## src/rtl/sipo_pkg.sv

```systemverilog
// sipo_pkg: shared constants for the serial/parallel converters.
package sipo_pkg;
  localparam int DEF_WIDTH = 8;
  localparam bit MSB_FIRST_ORDER = 1'b1;
  localparam bit LSB_FIRST_ORDER = 1'b0;
  function automatic int cnt_w(input int width);
    return (width > 2) ? $clog2(width) : 1;
  endfunction
endpackage

```

## src/rtl/sipo_deser.sv

```systemverilog
// sipo_deser: serial-in parallel-out deserializer with valid/ready holding register.
module sipo_deser
  import sipo_pkg::*;
#(
  parameter int WIDTH     = DEF_WIDTH,
  parameter bit MSB_FIRST = MSB_FIRST_ORDER
) (
  input  logic                      clk,
  input  logic                      rst,
  input  logic                      en,
  input  logic                      sin,
  input  logic                      clr,
  output logic [WIDTH-1:0]          dout,
  output logic                      dout_valid,
  input  logic                      dout_ready,
  output logic                      busy,
  output logic [cnt_w(WIDTH)-1:0]   bit_cnt,
  output logic                      overrun
);
  localparam int CW = cnt_w(WIDTH);
  logic [WIDTH-1:0] r_sh, r_dout, w_word;
  logic [CW-1:0]    r_cnt;
  logic             r_vld, r_ovr, w_last, w_done, w_load;
  assign w_word  = MSB_FIRST ? {r_sh[WIDTH-2:0], sin} : {sin, r_sh[WIDTH-1:1]};
  assign w_last  = (r_cnt == CW'(WIDTH - 1));
  assign w_done  = en && !clr && w_last;
  // a completed word may replace a held one only if it is accepted this same cycle
  assign w_load  = w_done && (!r_vld || dout_ready);
  assign dout       = r_dout;
  assign dout_valid = r_vld;
  assign overrun    = r_ovr;
  assign bit_cnt    = r_cnt;
  assign busy       = (r_cnt != '0);
  always_ff @(posedge clk) begin
    if (rst) begin
      r_sh   <= '0;
      r_cnt  <= '0;
      r_dout <= '0;
      r_vld  <= 1'b0;
      r_ovr  <= 1'b0;
    end else begin
      if (clr) begin
        r_sh  <= '0;
        r_cnt <= '0;
        r_ovr <= 1'b0;
      end else if (en) begin
        r_sh  <= w_last ? '0 : w_word;
        r_cnt <= w_last ? '0 : r_cnt + CW'(1);
        if (w_done && !w_load) r_ovr <= 1'b1;
      end
      if (w_load) begin
        r_dout <= w_word;
        r_vld  <= 1'b1;
      end else if (r_vld && dout_ready) begin
        r_vld <= 1'b0;
      end
    end
  end
endmodule

```

## config.mk

```make
export PLATFORM = sky130hd
export DESIGN_NAME = sipo_deser
export DESIGN_NICKNAME = d
export VERILOG_FILES = /design/src/rtl/sipo_pkg.sv /design/src/rtl/sipo_deser.sv
export SDC_FILE = /design/constraint.sdc
export NUM_CORES = 1
export LEC_CHECK = 0
export ABC_AREA = 1
export CORE_ASPECT_RATIO = 1.1
export CORE_UTILIZATION = 30
export DETAILED_ROUTE_END_ITERATION = 16
export GPL_TIMING_DRIVEN = 0
export PLACE_DENSITY = 0.65
export SLEW_MARGIN = 20
export SYNTH_ARGS = -nofsm -noshare
export SYNTH_HDL_FRONTEND = slang
export SYNTH_SLANG_ARGS = --single-unit
```

## constraint.sdc

```tcl
create_clock -name clk -period 1.7 [get_ports clk]
set_clock_uncertainty 0.2 [all_clocks]
set_input_delay 0.255 -clock clk [delete_from_list [all_inputs] [get_ports clk]]
set_output_delay 0.255 -clock clk [all_outputs]
set_load 0.01 [all_outputs]
```

==> results of run 1 <==
==> worst reg2reg max path: stages, from the launching register on <==
cell and delay (ns):
dfxtp_2 0.37, ha_1 0.17, ha_2 0.23, nand2_1 0.11, nor2_4 0.18, nand3_1 0.11
nand2_1 0.08, nor2_1 0.04
==> report_power, final <==
part	switching [mW]	internal [mW]
registers	0.00311	0.473
clock network	0.156	0.238
logic	0.0348	0.0306
total	0.194	0.742
==> cells in the final DEF, fill, tap and decap left out, types with 2 or more instances in the layout <==
| cell | instances |
|---|---|
| dfxtp_1 | 16 |
| a211oi_1 | 2 |
| dlymetal6s2s_1 | 2 |
| inv_1 | 15 |
| nand2_1 | 26 |
| nor2_1 | 21 |
| ha_1 | 2 |
| nor2_4 | 3 |
| clkdlybuf4s50_1 | 16 |
| dfxtp_2 | 4 |
| a21oi_1 | 9 |
| clkbuf_4 | 3 |
| nand3_1 | 8 |
==> worst min-delay path by stage <==
stage                 start         end  slack (ns)  depth (start not counted)
floorplan               rst  dout_valid        0.12                          1
global placement    r_sh[6]     r_sh[6]        0.25                          2
detailed placement  r_sh[6]     r_sh[6]        0.25                          2
CTS                 r_sh[6]     r_sh[6]        0.27                          2
global route        r_sh[6]     r_sh[6]        0.31                          2
finish              r_sh[6]     r_sh[6]        0.27                          2
==> flip-flops by register name, indices dropped and copies added (netlist names) <==
name and cells:
bit_cnt 3, dout 8, dout_valid 1, r_sh 7, overrun 1
==> cells by family (layout without fill, tap and decap cells) <==
kind of cell	after synthesis	count (layout)	share of synthesized area
adders and majority gates	3	3	0.04399
and+or+nand+nor	60	60	0.3123
buffers and inverters	18	41	0.09531
AOI/OAI and AO/OA	12	12	0.07917
DFF	20	20	0.4692
==> metrics by stage <==
| step | cell area, um2 | utilization | power (mW) |
|---|---|---|---|
| global placement | 1082 | 0.4177 | 0.5539 |
| finish | 1142 | 0.4409 | 0.9357 |
| global route | 1142 | 0.4409 | 0.9778 |
| detailed placement | 1082 | 0.4177 | 0.5543 |
| CTS | 1136 | 0.4384 | 0.9407 |
| floorplan | 853.3 | - | 0.5224 |
==> cell type report <==
class                   count  area, um2  share of cell area
clock inverters             1      30.03             0.02629
repair buffers             19      190.2              0.1665
multi-input cells          75      374.1              0.3275
inverters                  16      62.56             0.05476
clock buffers               3      22.52             0.01972
flip-flops and latches     20      405.4              0.3549
well taps                  31      38.79             0.03395
plain buffers               2      18.77             0.01643
==> routing by layer <==
layer  up-vias  track usage  share of wire
li1        396            -              -
met1       316       0.1577           0.50
met2        13       0.1754           0.45
met3         2      0.02362          0.036
met4         0      0.05639          0.014
met5         -            0              0
==> synth_stat cells <==
master	count
nor2_2	1
a21oi_1	9
a211oi_1	2
o21bai_1	1
nor2_4	3
buf_4	1
inv_4	1
nor2_1	21
nand3_1	8
ha_1	3
nand3_2	1
buf_6	1
dfxtp_1	20
inv_1	15
nand2_1	26
==> timing repair <==
item / 4_1_cts / 5_1_grt
setup endpoints to repair: 2 / 13
setup buffers: 0 / 0
resized for setup: 3 / 7
==> impl_metrics.json, run 1 <==
{
  "ant_nets": 0,
  "die_x_um": 52.85,
  "cts_tree": "yes",
  "place.port_buffers": 19,
  "synth-seq-cells": 20,
  "worst-r2r-setup-slack_ns": 0.13,
  "worst_setup_path_end_kind": "primary output",
  "crit_end": "bit_cnt[2]",
  "crit_path_cell_trace": "clkdlybuf4s50_1",
  "n_fill_cell": 275,
  "synth_top_area_share": 0.4692,
  "timing.rr.end": "dout[0]",
  "cp_slowest_stage_delay_ns": 0.53,
  "syn_area_per_cell_um2": 7.551,
  "clk_latency_ns": 0.31,
  "clock-root-buffer": "clkbuf_4",
  "cp-startpoint": "bit_cnt[2]",
  "rr_startpoint": "bit_cnt[0]",
  "drive_above_1_share": 0.1324,
  "powerDensity_nw_per_um2": 819.1,
  "synth_area_leader_cell": "dfxtp_1",
  "drcViolationCount": 0,
  "hold_class": "register to register",
  "netlist_area_um2": 853.3,
  "die_area_um2": 3062,
  "min_period_ns": 1.654,
  "antenna_found_initial": 0,
  "hold_viol": 0,
  "worst_slack_ns": 0.04645,
  "start_util": 0.3293,
  "dpl.hpwl_mm": 1.181,
  "gp_congestion": 0.7306,
  "synth.area.top_cells": "dfxtp_1, nand2_1, nor2_1",
  "grt-ovfl-total": 0,
  "fin_setup_tns_ns": 0,
  "nets": 146,
  "clockBufferDepth": 2,
  "yosys_warnings": 0,
  "leakage_nw": 0.4612,
  "grt_max_degree": 13,
  "pre_cts_slack_ns": 0.03272,
  "clk_pin_slew_ns": 0.12,
  "critPathArrivalTime_ns": 1.20,
  "tightestPinTransition_ns": 0.2714,
  "cp_top_family": "buffers and inverters",
  "path_buf_inv": 1,
  "area_delta_synth_final_pct": 33.87,
  "slew_headroom": 0.8186,
  "cp_num_cells": 1,
  "cp_slowest_cell": "clkdlybuf4s50_1",
  "insertedDiodeCount": 0,
  "avgViaCountPerCell": 4.353,
  "rsz0062_at_grt": "no",
  "cts_made_buffers": 3,
  "finalNonFillerCells": 167,
  "r2r.worst_path.cells": 7,
  "status": "finished clean",
  "path_max_fanout": 3,
  "drv_cap": 0,
  "dp_cells": 163,
  "grt_pass1_vias": 631,
  "drt_pre_antenna_iters": 4,
  "critPathKind": "register to primary output",
  "placementRows": 19,
  "grt_util_all_layers": 0.1166,
  "wl_per_cell_um": 9.078,
  "coreArea_um2": 2591,
  "drtIter0Drc": 8,
  "holdWs_ns": 0.2710,
  "synth_fp_nets": 122,
  "fin_crit_sh": 0.9727,
  "vias": 727,
  "grt_pass1_wl_mm": 2.670,
  "wirelength_mm": 1.516,
  "hold_buffers": 0,
  "critPathRequiredTime_ns": 1.24,
  "syn-instance-count": 113,
  "maxSlewViolCount": 0,
  "htree_levels": 1,
  "vdd_drop_max_mv": 0.4210,
  "synth_cell_types": 15,
  "cp-start-kind": "register",
  "tritoncts_num_sinks": 20,
  "setup_violations": 0,
  "io_pins": 20,
  "fmax_mhz": 604.8,
  "ys_seq_area_frac": 0.4692,
  "dieHeight_um": 57.94
}
Power figures use the tool's default switching activity.
==> run 2, diff against run 1 <==
--- a/config.mk
+++ b/config.mk
@@ -6,11 +6,10 @@
 export NUM_CORES = 1
 export LEC_CHECK = 0
 export ABC_AREA = 1
-export CORE_ASPECT_RATIO = 1.1
-export CORE_UTILIZATION = 30
+export CORE_UTILIZATION = 47
 export DETAILED_ROUTE_END_ITERATION = 16
 export GPL_TIMING_DRIVEN = 0
-export PLACE_DENSITY = 0.65
+export PLACE_DENSITY = 0.88
 export SLEW_MARGIN = 20
 export SYNTH_ARGS = -nofsm -noshare
 export SYNTH_HDL_FRONTEND = slang
==> impl_metrics.json, run 2 (same netlist as run 1, synthesis figures left out) <==
{
  "setup_violations": 0,
  "critPathRequiredTime_ns": 1.24,
  "dieHeight_um": 44.61,
  "drcViolationCount": 0,
  "htree_levels": 1,
  "crit_path_cell_trace": "clkdlybuf4s50_1",
  "drv_cap": 0,
  "clockBufferDepth": 2,
  "switching_share": 0.2058,
  "coreArea_um2": 1708,
  "nets": 146,
  "cp-start-kind": "register",
  "hold_class": "register to register",
  "finalNonFillerCells": 161,
  "die_x_um": 44.61,
  "grt_util_all_layers": 0.1992,
  "worst_slack_ns": 0.02745,
  "power.switching_mw": 0.1923,
  "pwr-share-comb": 0.073,
  "insertedDiodeCount": 0,
  "cts_tree": "yes",
  "ant_nets": 0,
  "maxSlewViolCount": 0,
  "io_pins": 20,
  "cp_top_family": "buffers and inverters",
  "placementRows": 15,
  "rsz0062_at_grt": "no",
  "clock-root-buffer": "clkbuf_4",
  "drt_pre_antenna_iters": 4,
  "wl_per_cell_um": 10.97,
  "area_delta_synth_final_pct": 32.55,
  "largest_register_ffs": 8,
  "powerDensity_nw_per_um2": 826.2,
  "min_period_ns": 1.673,
  "grt_max_degree": 13,
  "tritoncts_num_sinks": 20,
  "slew_headroom": 0.8074,
  "fin_crit_sh": 0.9839,
  "leakage_nw": 0.4445,
  "path_max_fanout": 4,
  "cp_slowest_stage_delay_ns": 0.55,
  "drive_above_1_share": 0.1250,
  "drtIter0Drc": 15,
  "avgViaCountPerCell": 4.658,
  "seqPwrFrac": 0.510,
  "post_cts_buffers": 0,
  "start_util": 0.4996,
  "vias": 750,
  "layout_commonest_cell": "nand2_1",
  "clk_pin_slew_ns": 0.12,
  "place.port_buffers": 19,
  "cp_slowest_cell": "clkdlybuf4s50_1",
  "grt_pass1_wl_mm": 2.946,
  "grt_pass1_vias": 691,
  "critPathKind": "register to primary output",
  "intPower_mw": 0.7422,
  "dp_cells": 157,
  "status": "finished clean",
  "hold_viol": 0,
  "clk_latency_ns": 0.30,
  "clkPwrFrac": 0.418,
  "die_area_um2": 1990,
  "tightestPinTransition_ns": 0.2882,
  "worst_setup_path_end_kind": "primary output",
  "fmax_mhz": 597.9,
  "wirelength_mm": 1.766,
  "vdd_drop_max_mv": 0.6742,
  "critPathArrivalTime_ns": 1.22,
  "dpl.hpwl_mm": 1.284,
  "cts_made_buffers": 3,
  "hold_buffers": 0,
  "gp_congestion": 0.7150,
  "final_cell_mix": "nand2_1, nor2_1, dfxtp_1, clkdlybuf4s50_1, inv_1",
  "fin_setup_tns_ns": 0,
  "pre_cts_slack_ns": 0.06186,
  "grt-ovfl-total": 0,
  "path_buf_inv": 1,
  "antenna_found_initial": 0
}
[run 2: changes by cell type in the layout (fill, tap and decap cells not counted)]
cell	previous run	this run
dfxtp_2	4	3
dlymetal6s2s_1	2	1
clkdlybuf4s50_1	16	17
dfxtp_1	16	17
[run 2: layout make-up]
| cell class | count | area, um2 |
|---|---|---|
| inverter | 16 | 62.56 |
| clock buffer | 3 | 22.52 |
| tap | 25 | 31.28 |
| fill | 143 | 576.8 |
| sequential | 20 | 404.1 |
| timing repair buffer | 19 | 187.7 |
| multi-input combinational | 75 | 374.1 |
| clock inverter | 1 | 30.03 |
| buffer | 2 | 18.77 |
[run 2: timing repair]
action / CTS / global route
setup endpoints to repair: 2 / 6
pin swaps: 0 / 0
gates resized for setup: 3 / 5
[run 2: worst paths after layout]
path / cells after the start / endpoint / start / slack [ns]
setup / recovery: 1 / bit_cnt[0] / bit_cnt[0] / 0.03
hold / removal: 2 / r_sh[6] / r_sh[6] / 0.28
setup reg to reg: 7 / dout[6] / bit_cnt[0] / 0.12
hold reg to reg: 2 / r_sh[6] / r_sh[6] / 0.28
[run 2: layer usage]
| layer | global-route usage | vias up | wire (um) |
|---|---|---|---|
| met5 | 0 | - | 0 |
| met4 | 0.03636 | 0 | 9 |
| met3 | 0.03673 | 3 | 40 |
| met2 | 0.3735 | 9 | 936 |
| met1 | 0.2354 | 345 | 780 |
| li1 | - | 393 | - |
[run 2: metrics by stage]
stage / total power, mW / area, um2 / hold slack (ns) / util
after floorplan: 0.5224 / 853.3 / 0.1241 / -
after global placement: 0.5526 / 1075 / 0.2529 / 0.6293
after detailed placement: 0.5554 / 1075 / 0.2668 / 0.6293
after CTS: 0.9347 / 1129 / 0.2845 / 0.6608
after global routing: 0.9634 / 1131 / 0.2929 / 0.6623
final: 0.9345 / 1131 / 0.2764 / 0.6623
[run 2: power groups by stage]
stage	registers, mW	logic, mW	clock network, mW
detailed placement	0.486	0.0692	0
global placement	0.486	0.0666	0
finish	0.476	0.0679	0.390
CTS	0.476	0.0688	0.390
floorplan	0.487	0.0352	0
global route	0.477	0.0747	0.411
